### config.mk
export PLATFORM = sky130hd
export DESIGN_NAME = vehicle_detector
export DESIGN_NICKNAME = d
export VERILOG_FILES = /design/src/rtl/vehicle_detector.sv
export SDC_FILE = /design/constraint.sdc
export NUM_CORES = 1
export LEC_CHECK = 0
export ABC_AREA = 0
export BUFFER_PORTS_ARGS = -buffer_cell sky130_fd_sc_hd__clkbuf_2
export CORE_UTILIZATION = 50
export CTS_CLUSTER_DIAMETER = 120
export DETAILED_ROUTE_END_ITERATION = 7
export PLACE_DENSITY = 0.72
export SYNTH_ARGS = -nofsm -noshare
export SYNTH_HDL_FRONTEND = slang
export SYNTH_SLANG_ARGS = --single-unit
export TNS_END_PERCENT = 1
### constraint.sdc
create_clock -name clk -period 1.7 [get_ports clk]
set_input_delay 0.34 -clock clk [delete_from_list [all_inputs] [get_ports clk]]
set_output_delay 0.34 -clock clk [all_outputs]
set_load 0.05 [all_outputs]
### src/rtl/vehicle_detector.sv
// Purpose: synchronise/debounce a vehicle loop, count waiting cars, raise the side-road request.
// Latency: loop_raw rise -> car_pulse/queue update in 2 + DEBOUNCE_CYCLES + 1 clock edges.
// Backpressure: none; green_secondary is sampled every cycle. Queue build gated by VEHICLE_DETECTOR_QUEUE_EN.
module vehicle_detector #(
   parameter int DEBOUNCE_CYCLES = 240000,
   parameter int PASS_CYCLES     = 48000000,
   parameter int QUEUE_MAX       = 15,
   parameter int QW              = 4   // QUEUE_MAX must fit: QUEUE_MAX < 2**QW
) (
   input  logic          clk,
   input  logic          rst,
   input  logic          loop_raw,
   input  logic          green_secondary,
   output logic          sensor,
   output logic [QW-1:0] queue,
   output logic          car_pulse,
   output logic          overflow
);

   localparam int DBW = $clog2(DEBOUNCE_CYCLES + 1);
   localparam int PW  = (PASS_CYCLES > 1) ? $clog2(PASS_CYCLES) : 1;

   logic           loop_m;
   logic           loop_s;
   logic           loop_db;
   logic           loop_db_q;
   logic [DBW-1:0] db_cnt;
   logic           arrive;

   // Two-flop synchroniser for the asynchronous loop input.
   always_ff @(posedge clk) begin
      if (rst) begin
         loop_m <= 1'b0;
         loop_s <= 1'b0;
      end else begin
         loop_m <= loop_raw;
         loop_s <= loop_m;
      end
   end

   // Accept a new loop level only after it differs from loop_db for DEBOUNCE_CYCLES edges in a row.
   always_ff @(posedge clk) begin
      if (rst) begin
         db_cnt  <= '0;
         loop_db <= 1'b0;
      end else if (loop_s == loop_db) begin
         db_cnt <= '0;
      end else if (db_cnt == DBW'(DEBOUNCE_CYCLES - 1)) begin
         loop_db <= loop_s;
         db_cnt  <= '0;
      end else begin
         db_cnt <= db_cnt + DBW'(1);
      end
   end

   assign arrive = loop_db & ~loop_db_q;

   // Rising-edge detect on the debounced level; one strobe per arrival.
   always_ff @(posedge clk) begin
      if (rst) begin
         loop_db_q <= 1'b0;
         car_pulse <= 1'b0;
      end else begin
         loop_db_q <= loop_db;
         car_pulse <= arrive;
      end
   end

`ifdef VEHICLE_DETECTOR_QUEUE_EN
   logic [PW-1:0] pass_cnt;
   logic          depart;

   assign depart = green_secondary && (queue != '0) && (pass_cnt == PW'(PASS_CYCLES - 1));

   // Time one departure per PASS_CYCLES of side-road green; a partial pass is dropped with green.
   always_ff @(posedge clk) begin
      if (rst) begin
         pass_cnt <= '0;
      end else if (!green_secondary || (queue == '0) || depart) begin
         pass_cnt <= '0;
      end else begin
         pass_cnt <= pass_cnt + PW'(1);
      end
   end

   // Queue bookkeeping; a coincident arrival and departure cancel, so saturation never flags then.
   always_ff @(posedge clk) begin
      if (rst) begin
         queue    <= '0;
         overflow <= 1'b0;
      end else if (arrive && !depart) begin
         if (queue < QW'(QUEUE_MAX)) begin
            queue <= queue + QW'(1);
         end else begin
            overflow <= 1'b1;
         end
      end else if (depart && !arrive) begin
         queue <= queue - QW'(1);
      end
   end

   assign sensor = (queue != '0);
`else
   logic unused_cfg;

   // Without the queue the request simply follows the debounced loop level.
   assign queue      = '0;
   assign overflow   = 1'b0;
   assign sensor     = loop_db;
   assign unused_cfg = green_secondary ^ (QUEUE_MAX == 0) ^ (PASS_CYCLES == 0) ^ (PW == 0);
`endif

endmodule
==> flow_metrics.tcl <==
set metrics [dict create \
    drt_pass1_iterations 4 \
    fillers 195 \
    timing.rr.end "db_cnt[17]" \
    diodes 0 \
    post-route-period-util 0.935 \
    cp-end-kind "register" \
    cts_sinks 23 \
    yosysSeqAreaShare 0.446 \
    grt_overflow 0 \
    path_max_fanout 6 \
    grt_max_degree 19 \
    instances_no_fill 155 \
    coreArea_um2 1960 \
    fmax_ghz 0.629 \
    h-tree-depth 1 \
    crit_start "db_cnt[2]" \
    hp-class "input pin to register" \
    critPathCapture "db_cnt[17]" \
    yosysUniqueCellTypes 32 \
    finalCriticalPeriod_ns 1.59 \
    skew_ns 0.00309 \
    core.rowCount 16 \
    final_common_cell "dfxtp_1" \
    drt_wl_total_mm 1.90 \
    start_kind "register" \
    layout_common_cells "dfxtp_1, nor2_1, buf_4" \
    grt_pass1_vias 719 \
    root_buffer "clkbuf_4" \
    antenna_found_initial 0 \
    finalSetupTns_ns 0 \
    die-area_um2 2250 \
    final_antenna_net_count 0 \
    grt_pass1_wl_mm 3.04 \
    ys_ff_latch 23 \
    worstPathRequired_ns 1.94 \
    arrival_ns 1.83 \
    setup_viol 0 \
    hold_viol_final 0 \
    nets 134 \
    gp_congestion 0.778 \
    wl_per_cell_um 12.3 \
    drcViolationCount 0 \
    ff2ff_path_depth 4 \
    r2r_start "db_cnt[2]" \
    cts_buffer_depth 2 \
    post-route-util 0.583 \
    drv_slew 0 \
    vdd_drop_max_uv 567 \
    place_inst 151 \
    avgSynthCellArea_um2 8.99 \
    cts_setup_buffers 0 \
    r2r_slack_ns 0.11 \
    syn_area_um2 1030 \
    holdWs_ns 0.237 \
    cts_buffers 3 \
    critical_path_class "register to register" \
    path_clk_slew_ns 0.12 \
    grt_usage 0.191 \
    post-dp-hpwl_mm 1.40 \
    cts_tree "done" \
    leakagePower_uw 0.000392 \
    drive_gt1_frac 0.172 \
    numPortBuffers 4 \
    syn2layout_area_growth_pct 10.7 \
    netlist_instances 115 \
    die_y_um 47.5 \
    die_w_um 47.5 \
    p_per_area_nw_per_um2 719 \
    first_iter_violations 24 \
    yosysWarnings 0 \
    vias 854 \
    cap_violations 0 \
    initial_utilization 0.527 \
    vias_per_cell 5.51 \
    rsz0062_at_grt "no" \
    clock_latency_ns 0.30 \
    status "completed" \
    pin_count 11 \
]
## final cells by class
cell class | instances | area (um^2) | area share
clock buffer | 4 | 26.3 | 0.0230
inverter | 2 | 7.51 | 0.00656
multi-input combinational | 85 | 518 | 0.453
sequential | 23 | 463 | 0.405
tap | 27 | 33.8 | 0.0295
timing repair buffer | 14 | 95.1 | 0.0832
## worst min path at each step
stage,from,end,slack (ns),cells after the start
finish,loop_raw,loop_m,0.24,2
global route,rst,loop_m,0.23,2
CTS,rst,loop_m,0.23,2
detailed placement,loop_db_q,car_pulse,0.38,1
global placement,loop_db_q,car_pulse,0.37,1
floorplan,loop_db_q,car_pulse,0.37,1
## cells by family after synthesis
kind of cell | Yosys count | synth area share
xor gates and xnor gates | 15 | 0.127
AOI/OAI and AO/OA | 5 | 0.0303
other | 1 | 0.00363
and+or+nand+nor | 58 | 0.304
adders and majority gates | 1 | 0.0121
buffers and inverters | 11 | 0.0678
muxes | 1 | 0.00969
DFF | 23 | 0.446
## through the flow
step / total power (uW) / area (um^2) / setup slack (ns)
finish: 822 / 1140 / 0.111
global route: 865 / 1140 / 0.0143
CTS: 833 / 1140 / 0.0248
detailed placement: 592 / 1110 / 0.0593
global placement: 591 / 1110 / 0.121
floorplan: 595 / 1050 / 0.0975
## cells in the mapped netlist (all sizes together)
master	instances	area share
inv	2	0.0073
nor2b	2	0.012
a21oi	2	0.0097
and4	1	0.0085
and4b	1	0.0097
or4	2	0.018
or3	1	0.0061
nand2	4	0.015
mux2i	1	0.0097
clkbuf	1	0.0036
buf	8	0.057
nor4bb	1	0.0097
nor3b	1	0.0073
nand3	8	0.044
nor3	1	0.0048
nand4	9	0.054
o31ai	1	0.0073
nand2b	2	0.012
nor4	4	0.024
nor2	20	0.073
ha	1	0.012
o21ai	2	0.013
conb	1	0.0036
and3	1	0.0061
xnor2	8	0.068
dfxtp	23	0.45
xor2	7	0.059
## registers in the layout, indices dropped and copies added (netlist names)
name and flops:
db_cnt 18, sensor 1, loop_db_q 1, loop_m 1, loop_s 1, car_pulse 1
## power breakdown
part,internal [uW],switching (uW)
Combinational,5.73,30.5
Clock,91.5,151
Sequential,542,1.95
## routing by layer
metal  part of all wire  GRT usage  up-vias
met1               0.45      0.253      398
met5                  0          0        -
met4              0.015     0.0971        0
met2               0.48      0.299       35
met3              0.052     0.0340        7
li1                   -          -      414
## repair_timing
item	4_1_cts	5_1_grt
resized for setup	0	2
endpoints found under the setup margin	0	1
hold buffers	0	0
## critical path, cell delays in order (launching register included)
cell	delay [ns]
dfxtp_2	0.41
nand3_2	0.10
or4_4	0.55
or3_1	0.32
a21oi_1	0.14
Note: power is estimated with default switching activity, not from simulation.
